<file path="src/rtl/mem_arbiter.sv">
// Shares one memory port between instruction fetch and load/store with WAIT access cycles per transaction.
// Define MEM_ARB_RR_EN for round-robin arbitration; the default is fixed priority, data over instruction.
module mem_arbiter #(
  parameter int WAIT = 2
) (
  input  logic        clk,
  input  logic        rst,
  input  logic        i_req,
  input  logic [31:0] i_addr,
  output logic [31:0] i_rdata,
  output logic        i_ack,
  input  logic        d_req,
  input  logic [3:0]  d_we,
  input  logic [31:0] d_addr,
  input  logic [31:0] d_wdata,
  output logic [31:0] d_rdata,
  output logic        d_ack,
  output logic        m_en,
  output logic [3:0]  m_we,
  output logic [31:0] m_addr,
  output logic [31:0] m_wdata,
  input  logic [31:0] m_rdata,
  output logic        stall
);

  typedef enum logic [1:0] {IDLE, ACCESS, RESP} state_t;

  localparam logic [3:0] CNT_INIT = 4'(WAIT - 1);

  state_t      state_q, state_d;
  logic [3:0]  cnt_q, cnt_d;
  logic        last_q, last_d;
  logic        gnt_q, gnt_d;
  logic [31:0] addr_q, addr_d;
  logic [31:0] wdata_q, wdata_d;
  logic [3:0]  we_q, we_d;
  logic [31:0] i_rdata_q, i_rdata_d;
  logic [31:0] d_rdata_q, d_rdata_d;
  logic        grant_data;

  // last_q and gnt_q encode the port: 1 = data, 0 = instruction
  always_comb begin
    grant_data = 1'b0;
    if (d_req && !i_req) begin
      grant_data = 1'b1;
    end else if (d_req && i_req) begin
`ifdef MEM_ARB_RR_EN
      grant_data = ~last_q;
`else
      grant_data = 1'b1;
`endif
    end
  end

  always_comb begin
    state_d   = state_q;
    cnt_d     = cnt_q;
    last_d    = last_q;
    gnt_d     = gnt_q;
    addr_d    = addr_q;
    wdata_d   = wdata_q;
    we_d      = we_q;
    i_rdata_d = i_rdata_q;
    d_rdata_d = d_rdata_q;
    case (state_q)
      IDLE: begin
        if (i_req || d_req) begin
          gnt_d   = grant_data;
          last_d  = grant_data;
          addr_d  = grant_data ? d_addr : i_addr;
          wdata_d = grant_data ? d_wdata : 32'h0;
          we_d    = grant_data ? d_we : 4'h0;
          cnt_d   = CNT_INIT;
          state_d = ACCESS;
        end
      end
      ACCESS: begin
        if (cnt_q == 4'h0) begin
          if (gnt_q) d_rdata_d = m_rdata;
          else       i_rdata_d = m_rdata;
          state_d = RESP;
        end else begin
          cnt_d = cnt_q - 4'h1;
        end
      end
      RESP:    state_d = IDLE;
      default: state_d = IDLE;
    endcase
  end

  always_ff @(posedge clk or posedge rst) begin
    if (rst) begin
      state_q   <= IDLE;
      cnt_q     <= 4'h0;
      last_q    <= 1'b0;
      gnt_q     <= 1'b0;
      addr_q    <= 32'h0;
      wdata_q   <= 32'h0;
      we_q      <= 4'h0;
      i_rdata_q <= 32'h0;
      d_rdata_q <= 32'h0;
    end else begin
      state_q   <= state_d;
      cnt_q     <= cnt_d;
      last_q    <= last_d;
      gnt_q     <= gnt_d;
      addr_q    <= addr_d;
      wdata_q   <= wdata_d;
      we_q      <= we_d;
      i_rdata_q <= i_rdata_d;
      d_rdata_q <= d_rdata_d;
    end
  end

  // The counter still holds its load value only in the first ACCESS cycle, so a store writes once
  always_comb begin
    m_en    = (state_q == ACCESS);
    m_we    = (m_en && cnt_q == CNT_INIT) ? we_q : 4'h0;
    m_addr  = m_en ? addr_q : 32'h0;
    m_wdata = m_en ? wdata_q : 32'h0;
    i_ack   = (state_q == RESP) && !gnt_q;
    d_ack   = (state_q == RESP) && gnt_q;
    i_rdata = i_rdata_q;
    d_rdata = d_rdata_q;
    stall   = (i_req && !i_ack) || (d_req && !d_ack);
  end

endmodule

</file>
<file path="config.mk">
export PLATFORM = sky130hd
export DESIGN_NAME = mem_arbiter
export DESIGN_NICKNAME = d
export VERILOG_FILES = /design/src/rtl/mem_arbiter.sv
export SDC_FILE = /design/constraint.sdc
export NUM_CORES = 1
export LEC_CHECK = 0
export CORE_ASPECT_RATIO = 0.7
export CORE_MARGIN = 2
export CORE_UTILIZATION = 40
export DETAILED_ROUTE_END_ITERATION = 8
export GPL_TIMING_DRIVEN = 0
export PLACE_DENSITY_LB_ADDON = 0.15
export SETUP_SLACK_MARGIN = 0.4
export SLEW_MARGIN = 20
export SYNTH_ARGS = -nofsm -noshare
export SYNTH_HDL_FRONTEND = slang
export SYNTH_SLANG_ARGS = --single-unit
</file>
<file path="constraint.sdc">
create_clock -name clk -period 9.45 [get_ports clk]
set_input_delay 2.835 -clock clk [delete_from_list [all_inputs] [get_ports clk]]
set_output_delay 2.835 -clock clk [all_outputs]
set_load 0.02 [all_outputs]
</file>
### After elaboration in Yosys (flattened, before gate mapping)

Cells that the tools add are included.
W data, S select, Z words.

* add/sub/neg operators: 1
* equal/unequal tests: 6
* mux-type cells: 14
* bitwise gates (word level): 1
* reduce and logical (&&, ||, !) cells: 21

Operator list (number)
* $mux W32: 4
* $mux W4: 4
* $reduce_and A3 Y1: 3
* $pmux W4 S2: 1
* $logic_and A1 B1 Y1: 7
* $eq A4 B1 Y1 const B: 1
* $logic_not A1 Y1: 4
* $logic_not A4 Y1: 1
* $mux W2: 2
* $ne A2 B2 Y1 const B: 2
* $pmux W2 S2: 1
* $reduce_and A2 Y1: 2
* $sub A4 B1 Y4 const B: 1
* $eq A2 B1 Y1 const B: 1
* $eq A2 B2 Y1 const B: 1
* $logic_not A2 Y1: 1
* $logic_or A1 B1 Y1: 2
* $mux W1: 2
* $ne A2 B1 Y1 const B: 1
* $reduce_bool A2 Y1: 1
* $not A1 Y1: 1

* register bits after elaboration: 139
* input bits: 136
* output and inout bits: 136
* logic and storage cells: 51

### Depth between registers and ports, before layout

* depth in word-level cells: 5
* mapped depth: 7
* gate-level depth less buffers: 5

### Worst setup path before layout

OpenSTA, ideal clock, no wires.

* kind: input -> output
* start: input port d_req
* end: output port stall
* arrival: 3.401 ns
* required time: 6.615 ns
* setup slack: 3.214 ns
* stages: 3
* path buffers: 1
* cell sequence: buf_2 -> inv_1 -> o22ai_1

* cells in the longest elaborated chain, start to end: 2

Ends and longest elaborated chain
* start: declaration: RTL line 12 `input logic d_req,`
* $logic_and A1 B1 Y1: RTL line 125 `stall = (i_req && !i_ack) || (d_req && !d_ack);`
* $logic_or A1 B1 Y1: RTL line 125
* end: declaration: RTL line 23 `output logic stall`

Every way passes these cells.

### Final worst setup path

* start: input port i_req
* end: output port stall

* cells in the longest elaborated chain, start to end: 2

Ends and longest elaborated chain
* start: declaration: RTL line 8 `input logic i_req,`
* $logic_and A1 B1 Y1: RTL line 125
* $logic_or A1 B1 Y1: RTL line 125

Every way passes these cells.

==> metrics.txt <==
outcome complete, no violations; clock skew between 0.01 and 0.015 ns; Max VDD drop between 0.15 and 0.2 mV; CP arrival 4.22 ns; DIE WIDTH between 150 and 200 um; Yosys top cell area share 57.2%; Post-layout nets between 900 and 1000; Int Pwr 2.23 mW; critical path type input port to output pin; Initial Util 41.2%; peak per-stage delay on the critical path 0.65 ns; maxcap violations 0; Detail Route Antenna Nets 0; CP most frequent cell clkdlybuf4s50_1; hold slack about 0.50 ns; latest clock arrival within the worst-skew pair 0.41 ns; Vias 4978; crit path cell chain clkdlybuf4s50_1 -> inv_1 -> o22ai_1 -> clkdlybuf4s50_1; worst setup margin between 2 and 2.5 ns; synthesized area 6080 sq um; Seq pwr share around 29%; CTS tree done; GRT Util Overall 21.7%; top-level port count 272; Fmax 0.142 GHz; number of enable flip-flop cells after synthesis 0; Worst R2R End d_rdata[30]$_DFFE_PP0P_; RSZ-0062 raised after global routing no; DRT iter0 DRCs 148; postcts setup bufs 0; Worst setup SP type input port; vias in the first global route 5212; Die ar. 16200 sq um; setup_tns 0 ns; sequential share of the synthesized area a little under three fifths; grt ovf 0; CTS buffer count 17; Post-DP Area 9060 sq um; Slew headroom 53.7%; clk sinks between 100 and 150; maximum clock path buffer count 2; Std-Cell Rows 37; layout cell share with drive strength beyond 1 14.0%; Fin. Hold Viols 0; # fillers 1143; Hold Crit Class register to register; via/cell ratio 5.06; number of I/O port buffers 270; CORE AREA between 10000 and 15000 sq um; CP max-delay cell clkdlybuf4s50_1; GP Congestion 0.773; footprint of the multi-input gates roughly 2400 sq um; WHS Path Cells 1; post-CTS resize count 0; First-pass DRT Iterations 4; die height roughly 110 um; commonest cells in the netlist dfrtp_1, and2_1, mux2_2, a22o_1, a21oi_1; syn_nets 625; FF+latch count, synth 139; dpl hpwl 12900 um; top-count cell post-synth dfrtp_1; Slew Viols, Final 0; worst slew pin tran 0.694 ns; WL/cell roughly 18 um; dpl ws around 2.4 ns; crit path time final approximately 7.1 ns; Net Sw Power 1.33 mW; top cells by area, synth dfrtp_1, mux2_2, and2_1; fin crit share 74.7%; Synth async-reset ratio 100%; Mean Syn Cell Area roughly 13 sq um; clk root buf clkbuf_16; final std cells w/o fill 983; top_reg_cell synth dfrtp_1; drt drc 0; Worst R2R Start state_q[1]$_DFFE_PP0P_; Reg2Reg Setup Slack 7.36 ns; design area approximately 9700 sq um; largest area contributor in the netlist dfrtp_1; initial antenna violation count 0; area grow syn2layout 58.9%; Worst Hold Path EP we_q[2]$_DFFE_PP0P_; clock power share 18.8%; Critical Path RT 6.62 ns; Worst Reg2Reg Path Length in Cells 6; Placed Instances 952; switch share 37.4%; maximum net fanout on the critical path 4; Gate power share 52.1%; Final setup viols 0; pin count of the biggest net entering global routing ~80; post-layout util 65.4%; ant diodes 0; Tot Pwr 3.56 mW; Reg clk slew, reported paths 0.05 ns; final WL roughly 17000 um; Yosys cell types 31; H-tree depth 4; first-pass GRT wire length 27200 um; crit end category output pin; min-delay src we_q[2]$_DFFE_PP0P_; PwrDens 369 nW/um^2; Post-Synthesis Cells 486; Reg area approximately 3500 sq um; P_leak ~4.1 nW; Synth Warn # 0; CTS Hold Bufs 0
-- power by group through the flow --
stage | clock (mW) | sequential (mW) | combinational (mW)
after floorplan | 0 | 1.18 | 0.855
after global placement | 0 | 1.02 | 1.84
after detailed placement | 0 | 1.04 | 1.87
after CTS | 0.686 | 1.04 | 1.88
after global routing | 0.711 | 1.07 | 2.00
final | 0.671 | 1.04 | 1.86
-- worst max-delay path by stage --
stage | end | start | depth (start not counted) | slack, ns
after global routing | stall | i_req | 4 | 2.35
final | stall | i_req | 4 | 2.39
after detailed placement | stall | i_req | 4 | 2.39
after CTS | stall | i_req | 4 | 2.39
after floorplan | addr_q[0]$_DFFE_PP0P_ | rst | 1 | 2.89
after global placement | wdata_q[13]$_DFFE_PP0P_ | rst | 2 | 1.14
-- area by class of cell --
class,count,area share [%]
Buffer,41,1.83
Clock buffer,18,4.44
Clock inverter,13,1.75
Inverter,8,0.389
Multi-Input combinational cell,298,24.8
Sequential cell,139,36.0
Tap cell,195,2.53
Timing Repair Buffer,271,28.3
-- metal layers --
metal	GRT usage, %	up-vias	wire [um]
met3	7.40	16	1590
met4	5.87	0	234
met1	27.9	2439	7260
met5	0	-	0
met2	35.0	206	8140
li1	-	2317	-
-- registers in the layout (all words and copies together) (netlist names) --
signal	count
i_rdata	32
addr_q	32
we_q	4
gnt_q	1
d_rdata	32
wdata_q	32
cnt_q	4
state_q	2
-- critical path: cells and delay by family --
kind                   cells  cell delay (ns)
AO/OA/AOI/OAI              1             0.16
buffers and inverters      3             1.24
-- kinds of logic after synthesis --
logic type	synth area share, %
AO/OA/AOI/OAI	12.0
adder cells (fa/ha/maj)	0.617
buffers and inverters	3.39
flip-flops	57.2
multiplexers	17.6
AND/OR/NAND/NOR	9.16
-- cells in the final DEF, fill, tap and decap left out, types with 2 or more instances in the layout --
cell and n:
and3_1 6, a21oi_1 35, buf_4 3, clkinv_2 2
clkbuf_1 27, mux2_2 63, clkdlybuf4s50_1 270, nor2_1 2
buf_1 3, buf_2 9, inv_1 7, clkbuf_16 17
a22o_1 36, nor3_1 3, mux2_1 2, inv_6 2
mux2i_1 34, ha_1 3, dfrtp_1 139, nand2b_1 2
nand2_1 2, a31oi_1 32, bufinv_16 3, and2_1 65
o21ai_0 2, clkinv_4 5
(Power assumes the default switching activity.)
